[src/rtl/imem_loader_if.sv]
// Byte-stream input and instruction-RAM write/status bundle for the boot loader.
// Latency: none (wires only).
// Backpressure: none; the byte stream is strobe-only and writes are fire-and-forget.
interface imem_loader_if;
   logic [7:0]  rx_data;
   logic        rx_valid;
   logic        wr_en;
   logic [31:0] wr_addr;
   logic [31:0] wr_data;
   logic        cpu_hold;
   logic        load_done;
   logic        load_err;
   logic [8:0]  words_loaded;

   // loader side: consumes bytes, produces RAM writes and status
   modport master (
      input  rx_data, rx_valid,
      output wr_en, wr_addr, wr_data, cpu_hold, load_done, load_err, words_loaded
   );

   // environment side: UART receiver, instruction RAM and CPU control
   modport slave (
      output rx_data, rx_valid,
      input  wr_en, wr_addr, wr_data, cpu_hold, load_done, load_err, words_loaded
   );
endinterface

[src/rtl/imem_loader.sv]
// Frame parser that assembles big-endian words from UART bytes and writes them into instruction RAM.
// Latency: write strobe one cycle after a word's 4th byte; done/err one cycle after the checksum byte.
// Backpressure: none; every byte is accepted, including one arriving while a write pulse is out.
module imem_loader #(
   parameter logic [31:0] BASE_ADDR      = 32'h0000_0000,
   parameter int unsigned TIMEOUT_CYCLES = 1_000_000
) (
   input  logic          clk,
   input  logic          reset,
   imem_loader_if.master bus
);

   localparam logic [7:0]  SYNC = 8'hA5;
   localparam logic [31:0] TMAX = 32'(TIMEOUT_CYCLES - 1);

   typedef enum logic [1:0] {IDLE, CNT, DATA, CHK} state_t;

   state_t      state;
   logic [1:0]  lane;
   logic [7:0]  idx;
   logic [8:0]  remaining;
   logic [7:0]  csum;
   logic [31:0] word_q;
   logic [31:0] tcnt;

   logic        wr_en_q;
   logic [31:0] wr_addr_q;
   logic [31:0] wr_data_q;
   logic        cpu_hold_q;
   logic        load_done_q;
   logic        load_err_q;
   logic [8:0]  words_loaded_q;

   logic [31:0] word_nxt;

   assign word_nxt = {word_q[23:0], bus.rx_data};

   assign bus.wr_en        = wr_en_q;
   assign bus.wr_addr      = wr_addr_q;
   assign bus.wr_data      = wr_data_q;
   assign bus.cpu_hold     = cpu_hold_q;
   assign bus.load_done    = load_done_q;
   assign bus.load_err     = load_err_q;
   assign bus.words_loaded = words_loaded_q;

   // Frame FSM: sync hunt, count, word assembly with writes, checksum verdict, idle timeout.
   always_ff @(posedge clk or negedge reset) begin
      if (!reset) begin
         state          <= IDLE;
         lane           <= '0;
         idx            <= '0;
         remaining      <= '0;
         csum           <= '0;
         word_q         <= '0;
         tcnt           <= '0;
         wr_en_q        <= 1'b0;
         wr_addr_q      <= BASE_ADDR;
         wr_data_q      <= '0;
         cpu_hold_q     <= 1'b0;
         load_done_q    <= 1'b0;
         load_err_q     <= 1'b0;
         words_loaded_q <= '0;
      end else begin
         // strobes are single-cycle unless re-asserted below
         wr_en_q     <= 1'b0;
         load_done_q <= 1'b0;

         if (state == IDLE) begin
            if (bus.rx_valid && bus.rx_data == SYNC) begin
               state          <= CNT;
               cpu_hold_q     <= 1'b1;
               load_err_q     <= 1'b0;
               words_loaded_q <= '0;
               csum           <= '0;
               lane           <= '0;
               idx            <= '0;
               tcnt           <= '0;
            end
         end else if (bus.rx_valid) begin
            // any byte inside a frame restarts the idle timer
            tcnt <= '0;
            case (state)
               CNT: begin
                  // a count byte of zero encodes a full 256-word image
                  remaining <= (bus.rx_data == 8'h00) ? 9'd256 : {1'b0, bus.rx_data};
                  state     <= DATA;
               end
               DATA: begin
                  word_q <= word_nxt;
                  csum   <= csum ^ bus.rx_data;
                  lane   <= lane + 2'd1;
                  if (lane == 2'd3) begin
                     wr_en_q        <= 1'b1;
                     wr_data_q      <= word_nxt;
                     wr_addr_q      <= BASE_ADDR + {22'd0, idx, 2'b00};
                     idx            <= idx + 8'd1;
                     words_loaded_q <= words_loaded_q + 9'd1;
                     remaining      <= remaining - 9'd1;
                     if (remaining == 9'd1) begin
                        state <= CHK;
                     end
                  end
               end
               CHK: begin
                  if (bus.rx_data == csum) begin
                     load_done_q <= 1'b1;
                  end else begin
                     load_err_q <= 1'b1;
                  end
                  cpu_hold_q <= 1'b0;
                  state      <= IDLE;
               end
               default: state <= IDLE;
            endcase
         end else if (tcnt == TMAX) begin
            // stream went silent mid-frame: abandon it, keep any words already written
            load_err_q <= 1'b1;
            cpu_hold_q <= 1'b0;
            state      <= IDLE;
         end else begin
            tcnt <= tcnt + 32'd1;
         end
      end
   end

endmodule

[src/flat_wrapper.sv]
// flat-port wrapper written by rule: the top's interface ports become plain ports
module imem_loader_flat 
#(
   parameter logic [31:0] BASE_ADDR      = 32'h0000_0000,
   parameter int unsigned TIMEOUT_CYCLES = 1_000_000
)
  (clk, reset, bus_rx_data, bus_rx_valid, bus_wr_en, bus_wr_addr, bus_wr_data, bus_cpu_hold, bus_load_done, bus_load_err, bus_words_loaded);
  imem_loader_if bus_i ();
  input  logic clk;
  input  logic reset;
  input wire logic [$bits(bus_i.rx_data)-1:0] bus_rx_data;
  input wire logic [$bits(bus_i.rx_valid)-1:0] bus_rx_valid;
  output wire logic [$bits(bus_i.wr_en)-1:0] bus_wr_en;
  output wire logic [$bits(bus_i.wr_addr)-1:0] bus_wr_addr;
  output wire logic [$bits(bus_i.wr_data)-1:0] bus_wr_data;
  output wire logic [$bits(bus_i.cpu_hold)-1:0] bus_cpu_hold;
  output wire logic [$bits(bus_i.load_done)-1:0] bus_load_done;
  output wire logic [$bits(bus_i.load_err)-1:0] bus_load_err;
  output wire logic [$bits(bus_i.words_loaded)-1:0] bus_words_loaded;
  assign bus_i.rx_data = bus_rx_data;
  assign bus_i.rx_valid = bus_rx_valid;
  assign bus_wr_en = bus_i.wr_en;
  assign bus_wr_addr = bus_i.wr_addr;
  assign bus_wr_data = bus_i.wr_data;
  assign bus_cpu_hold = bus_i.cpu_hold;
  assign bus_load_done = bus_i.load_done;
  assign bus_load_err = bus_i.load_err;
  assign bus_words_loaded = bus_i.words_loaded;
  imem_loader #(.BASE_ADDR(BASE_ADDR), .TIMEOUT_CYCLES(TIMEOUT_CYCLES)) u_core (.clk(clk), .reset(reset), .bus(bus_i));
endmodule
[config.mk]
export PLATFORM = sky130hd
export DESIGN_NAME = imem_loader_flat
export DESIGN_NICKNAME = d
export VERILOG_FILES = /design/src/rtl/imem_loader_if.sv /design/src/rtl/imem_loader.sv /design/src/flat_wrapper.sv
export SDC_FILE = /design/constraint.sdc
export NUM_CORES = 1
export LEC_CHECK = 0
export CORE_MARGIN = 2
export CORE_UTILIZATION = 59
export DETAILED_ROUTE_END_ITERATION = 10
export PLACE_DENSITY = 0.83
export SLEW_MARGIN = 20
export SYNTH_ARGS = -nofsm -noshare
export SYNTH_HDL_FRONTEND = slang
export SYNTH_SLANG_ARGS = --single-unit
[constraint.sdc]
create_clock -name clk -period 6.2 [get_ports clk]
set_input_delay 1.24 -clock clk [delete_from_list [all_inputs] [get_ports clk]]
set_output_delay 1.24 -clock clk [all_outputs]
set_load 0.02 [all_outputs]
==> results.ini, run 1 <==
[run_status]
status = completed

[setup_path]
critPathBufInv = 2
crit_type = primary input to register
r2r_setup_slack_ns = 3.49
cp_num_cells = 7
worstReg2RegStart = u_core.state[0]$_DFFE_PN0P_
r2r_cells = 8
slowest_stage = or4b_4
critPathTopFamily = simple AND/OR/NAND/NOR gates
r2r_end = u_core.idx[6]$_DFFE_PN0P_
crit_fanout = 34
critPathCaptureType = register
startpoint_type = primary input
critPathRequiredTime_ns = 6.66
path_cells = clkdlybuf4s50_1 > nor4_4 > a31oi_2 > buf_4 > or4b_4 > or4_1 > a21oi_1
slowest_delay_ns = 0.66
cp-startpoint = bus_rx_data[1]
worstSetupEndpoint = u_core.tcnt[28]$_DFFE_PN0P_
cp.arrival_ns = 3.85

[synth]
synth_common_cells = nand2_1 (234), dfrtp_1 (138), o21ai_0 (45)
async_flop_share = 1.00
synth_area_leader_cell = dfrtp_1
ys_types = 46
synthTopCellsByArea = dfrtp_1 (52%), nand2_1 (13%), o21ai_0 (3.4%)
syn_area_um2 = 6620
avgSynthCellArea_um2 = 8.89
synth_seq_cells = 138
synth_flop_cell = dfrtp_1
synth_edf_count = 0
ys_warn_count = 0
synth_top_area_frac = 0.521
seq_area_frac_synth = 0.521
synth_most_common_cell = nand2_1
syn-instance-count = 745

[finish]
regArea_um2 = 3450
drive_gt1_frac = 0.0617
fillCellCount = 782
multi_input_area_um2 = 2890
final_nets = 819
area_delta_synth_final_pct = 18.5
n_antenna_cell = 0

[global_routing]
track_usage = 0.267
grt_pass1_vias = 5305
grt_remaining_overflow = 0
antenna_found_initial = 0
grt_max_degree = 78
grt_pass1_wl_um = 25000

[floorplan]
io_pins = 88
fp.dieH_um = 110
dieArea_um2 = 12100
rows = 38
core_um2 = 10900
die_w_um = 110
start_util = 0.608

[job]
maxCapViolCount = 0

[cts]
cts_tree = yes
cts_max_path_buffers = 2
cts_setup_buffers = 0
path_clk_slew_ns = 0.06
cts_hold_buf = 0
clkLatencyLatePin_ns = 0.54
cts_sinks = 138
ctsResizeCount = 0
cts_max_level = 4
cts_buffers = 17
root_buffer = clkbuf_8

[detailed_routing]
drc = 0
highest_layer = met4
drt-total-wl_um = 15100
drtPass1Iterations = 5
viasPerCell = 5.81
met3WireLength_um = 802
postRouteAntennaNets = 0
drt-met1-wl_um = 6250
drt-initial-drc-count = 372
wl_per_cell_um = 15.9
vias = 5522
met2_length_um = 7870

[placement]
place_congestion = 0.901
io_buffers = 63
post-dp-hpwl_um = 9770

[sta]
min_period_over_period = 0.547
slew_violations = 0
min_period_ns = 3.39
relSlewSlack = 0.421
holdWs_ns = 0.465
fmax_mhz = 295
final_hold_viol_count = 0
rsz0062_at_grt = no
tightest_slew_ns = 0.868
setup_viol = 0
skew_ns = 0.00581
fin_tns_setup_ns = 0

[power]
peakVddDrop_uv = 273
power_leakage_nw = 3.65
p_per_area_nw_per_um2 = 362

[worst_hold_path]
hold_path.class = register to register

[routing by layer]
metal / vias up / GRT usage
li1: 2613 / -
met1: 2710 / 0.352
met2: 183 / 0.441
met3: 16 / 0.0516
met4: 0 / 0.0976
met5: - / 0
[area by class of cell]
cell class / instances / share of cell area
repair buffers: 71 / 0.0882
clock inverters: 14 / 0.0204
multi-input cells: 557 / 0.368
inverters: 13 / 0.00622
well taps: 140 / 0.0223
flip-flops and latches: 138 / 0.440
clock buffers: 18 / 0.0545
[cell families after synthesis]
family	share of synthesized area
other	0.000566
XOR/XNOR	0.0264
AO/OA/AOI/OAI	0.0950
flip-flops	0.521
adder cells (fa/ha/maj)	0.0189
buffers and inverters	0.0567
multiplexers	0.0140
AND/OR/NAND/NOR	0.267
[how the worst min path moves through the flow]
| stage | slack (ns) | endpoint | cells past startpoint | from |
|---|---|---|---|---|
| after global placement | 0.45 | u_core.bus.wr_data[26]$_DFFE_PN0P_ | 2 | u_core.word_q[18]$_DFFE_PN0P_ |
| after CTS | 0.47 | u_core.bus.wr_data[24]$_DFFE_PN0P_ | 2 | u_core.word_q[16]$_DFFE_PN0P_ |
| after floorplan | 0.44 | u_core.bus.wr_data[24]$_DFFE_PN0P_ | 2 | u_core.word_q[16]$_DFFE_PN0P_ |
| after global routing | 0.49 | u_core.bus.wr_data[29]$_DFFE_PN0P_ | 2 | u_core.word_q[21]$_DFFE_PN0P_ |
| after detailed placement | 0.46 | u_core.bus.wr_data[31]$_DFFE_PN0P_ | 2 | u_core.word_q[23]$_DFFE_PN0P_ |
| final | 0.47 | u_core.bus.wr_data[24]$_DFFE_PN0P_ | 2 | u_core.word_q[16]$_DFFE_PN0P_ |
[metrics by stage]
stage                     cell area (um2)  worst slack, ns  instances   util  power, mW
after floorplan                      6710             3.24        768      -       1.61
after CTS                            7850             2.83        951  0.721       2.85
after global placement               7260             2.36        919  0.667       1.79
after detailed placement             7260             2.25        919  0.667       1.83
after global routing                 7850             2.61        951  0.721       2.98
final                                7850             2.81        951  0.721       2.84
[registers in the layout (all words and copies together), names as in the netlist, 2 cells and up]
name	count
u_core.bus.wr_data	32
u_core.bus.wr_addr	8
u_core.state	2
u_core.bus.words_loaded	9
u_core.word_q	24
u_core.idx	8
u_core.remaining	9
u_core.csum	8
u_core.tcnt	32
u_core.lane	2
[power breakdown]
group / switching (mW) / internal (mW)
logic: 0.383 / 0.234
registers: 0.147 / 1.06
clock network: 0.417 / 0.594
total: 0.947 / 1.89
[worst register-to-register path, stage by stage, from the launching register on]
cell      delay (ns)
dfrtp_1         0.40
inv_1           0.10
ha_1            0.61
nand4b_1        0.30
inv_1           0.23
buf_4           0.47
nand4_1         0.21
xor2_1          0.19
nor2_1          0.06
[placed cells by master, fill, tap and decap left out, types with 10 or more instances in the layout]
cell,instances
inv_1,13
clkbuf_16,16
nand3_1,25
conb_1,24
clkdlybuf4s50_1,62
a21oi_1,34
nor4_1,12
dfrtp_1,138
ha_1,10
o21ai_0,44
o31ai_1,13
nor2_1,31
or4_1,12
xor2_1,15
nor3_1,10
nand2_1,233
or3_1,19
nand4_1,14
(Power assumes the default switching activity.)
==> run 2, diff against run 1 <==
CORE_UTILIZATION = 50   (was 59)
PLACE_DENSITY = 0.74   (was 0.83)
clock period = 3.07 ns   (was 6.2 ns; I/O delays follow)
==> run 2 against run 1 <==
- cell count rose by 5.4%
- clock-buffer cell count increased by 1
- register-to-register slack worse by 2.8 ns
- worst hold slack got worse by 0.35 ns
- die area increased by 17%
- sequential power rose by 100%
==> results.ini, run 2 (same netlist as run 1, synthesis figures left out) <==
[detailed_routing]
drtPass1Iterations = 7  ; +2
drt-total-wl_um = 14900  ; -1.3%
vias = 5504  ; -0.33%
drt-initial-drc-count = 400  ; +7.5%
viasPerCell = 5.49  ; -5.4%
wl_per_cell_um = 14.9  ; -6.3%
postRouteAntennaNets = 0  ; unchanged
drc = 0  ; unchanged

[setup_path]
r2r_end = u_core.tcnt[28]$_DFFE_PN0P_
r2r_cells = 7  ; -1
cp.arrival_ns = 2.96  ; -0.89 ns
critPathRequiredTime_ns = 3.42  ; -3.24 ns
r2r_setup_slack_ns = 0.74  ; -2.75 ns
critPathCaptureType = register
path_cells = clkdlybuf4s50_1 > nor4_4 > a31oi_2 > or4b_4 > or4_1 > a21oi_1
crit_type = primary input to register
startpoint_type = primary input
slowest_stage = or4b_4
crit_fanout = 15  ; -56%
slowest_delay_ns = 0.65  ; about the same
worstReg2RegStart = u_core.state[1]$_DFFE_PN0P_

[power]
p_per_area_nw_per_um2 = 730  ; +100%
peakVddDrop_uv = 430  ; +57%
power_leakage_nw = 3.75  ; +2.8%
pwr-share-seq = 0.416  ; -0.011
internal_power_mw = 4.03  ; +110%
power_frac_comb = 0.214  ; -0.003
p_clk_frac = 0.370  ; +0.014
total_power_mw = 5.89  ; +110%
switching_power_mw = 1.87  ; +97%
switching_share = 0.317  ; -0.0168

[floorplan]
core_um2 = 13100  ; +20%
start_util = 0.506  ; -0.102
die_w_um = 119  ; +8.3%
io_pins = 88  ; unchanged
dieArea_um2 = 14200  ; +17%
rows = 42  ; +11%
fp.dieH_um = 119  ; +8.3%

[finish]
area_delta_synth_final_pct = 21.9
final_common_cell = nand2_1
most-common-layout-cells = nand2_1 (234), dfrtp_1 (138), clkdlybuf4s50_1 (62), o21ai_0 (44), a21oi_1 (34)
drive_gt1_frac = 0.0763  ; +0.0146
n_antenna_cell = 0  ; unchanged
final_nets = 834  ; +1.8%

[sta]
final_hold_viol_count = 0  ; unchanged
rsz0062_at_grt = no
slew_violations = 0  ; unchanged
skew_ns = 0.00517  ; -0.000644 ns
fin_tns_setup_ns = 0  ; unchanged
relSlewSlack = 0.616  ; +0.195
setup_viol = 0  ; unchanged
fmax_mhz = 383
tightest_slew_ns = 0.574  ; -0.294 ns
min_period_ns = 2.61
min_period_over_period = 0.850

[cts]
cts_buffers = 17  ; unchanged
path_clk_slew_ns = 0.06  ; about the same
cts_setup_buffers = 0  ; unchanged
cts_sinks = 138  ; unchanged
cts_hold_buf = 0  ; unchanged
cts_max_path_buffers = 2  ; unchanged
cts_max_level = 4  ; unchanged
ctsResizeCount = 0  ; unchanged
cts_tree = yes
clkLatencyLatePin_ns = 0.43  ; -0.11 ns
root_buffer = clkbuf_16

[run_status]
status = completed

[global_routing]
grt_pass1_vias = 5331  ; +0.49%
grt_pass1_wl_um = 25600  ; +2.4%
track_usage = 0.225  ; -0.0425
grt_remaining_overflow = 0  ; unchanged
antenna_found_initial = 0  ; unchanged
grt_max_degree = 58  ; -26%

[placement]
post-dp-hpwl_um = 10000  ; +2.4%
io_buffers = 63  ; unchanged
place_congestion = 0.879  ; -2.5%

[worst_hold_path]
hold_path.class = primary input to async pin

[job]
maxCapViolCount = 0  ; unchanged

==> run 2: cell types whose count changed in the layout (fill, tap and decap cells not counted), sizes merged <==
| cell | previous run | this run |
|---|---|---|
| bufinv | 2 | 4 |
| clkbuf | 18 | 19 |
| inv | 21 | 16 |
| clkinv | 3 | 5 |
| buf | 9 | 24 |
==> run 2: layer usage <==
metal	track usage	wire, um	up-vias
li1	-	-	2640
met1	0.297	6750	2720
met2	0.363	7350	120
met3	0.0469	538	24
met4	0.0923	272	0
met5	0	0	-
==> run 2: how the worst max path moves through the flow <==
| stage | depth (start not counted) | slack [ns] | end | from |
|---|---|---|---|---|
| 2_1_floorplan | 7 | 0.74 | u_core.tcnt[22]$_DFFE_PN0P_ | bus_rx_data[5] |
| 3_3_place_gp | 6 | 0.09 | u_core.tcnt[30]$_DFFE_PN0P_ | bus_rx_data[1] |
| 3_5_place_dp | 6 | 0.04 | u_core.tcnt[28]$_DFFE_PN0P_ | bus_rx_data[1] |
| 4_1_cts | 6 | 0.47 | u_core.tcnt[28]$_DFFE_PN0P_ | bus_rx_data[1] |
| 5_1_grt | 6 | 0.40 | u_core.tcnt[31]$_DFFE_PN0P_ | bus_rx_data[1] |
| 6_report | 6 | 0.46 | u_core.tcnt[28]$_DFFE_PN0P_ | bus_rx_data[1] |
==> run 2: cell type report <==
class / instances / area (um2)
Clock inverter: 13 / 190
Clock buffer: 19 / 443
Multi-Input combinational cell: 557 / 2890
Inverter: 13 / 48.8
Fill cell: 1083 / 5010
Sequential cell: 138 / 3450
Timing Repair Buffer: 86 / 830
Tap cell: 176 / 220
==> run 2: critical path, delay by kind of cell <==
kind | cells | cell delay, ns
and+or+nand+nor | 3 | 1.50
buffers and inverters | 1 | 0.51
AOI/OAI and AO/OA | 2 | 0.34
==> run 2: power by group through the flow <==
| stage | Clock [mW] | Sequential (mW) | Combinational [mW] |
|---|---|---|---|
| 6_report | 2.18 | 2.45 | 1.26 |
| 5_1_grt | 2.30 | 2.50 | 1.41 |
| 4_1_cts | 2.22 | 2.44 | 1.26 |
| 3_5_place_dp | 0 | 2.47 | 1.25 |
| 3_3_place_gp | 0 | 2.45 | 1.20 |
| 2_1_floorplan | 0 | 2.47 | 0.793 |
==> run 2: through the flow <==
stage / util / hold WS, ns / instance area (um2) / worst slack, ns / instances
floorplan: - / 0.318 / 6710 / 0.739 / 768
global placement: 0.569 / 0.454 / 7440 / 0.0945 / 970
detailed placement: 0.569 / 0.461 / 7440 / 0.0358 / 970
CTS: 0.617 / 0.126 / 8070 / 0.467 / 1002
global route: 0.617 / 0.151 / 8070 / 0.401 / 1002
finish: 0.617 / 0.116 / 8070 / 0.461 / 1002
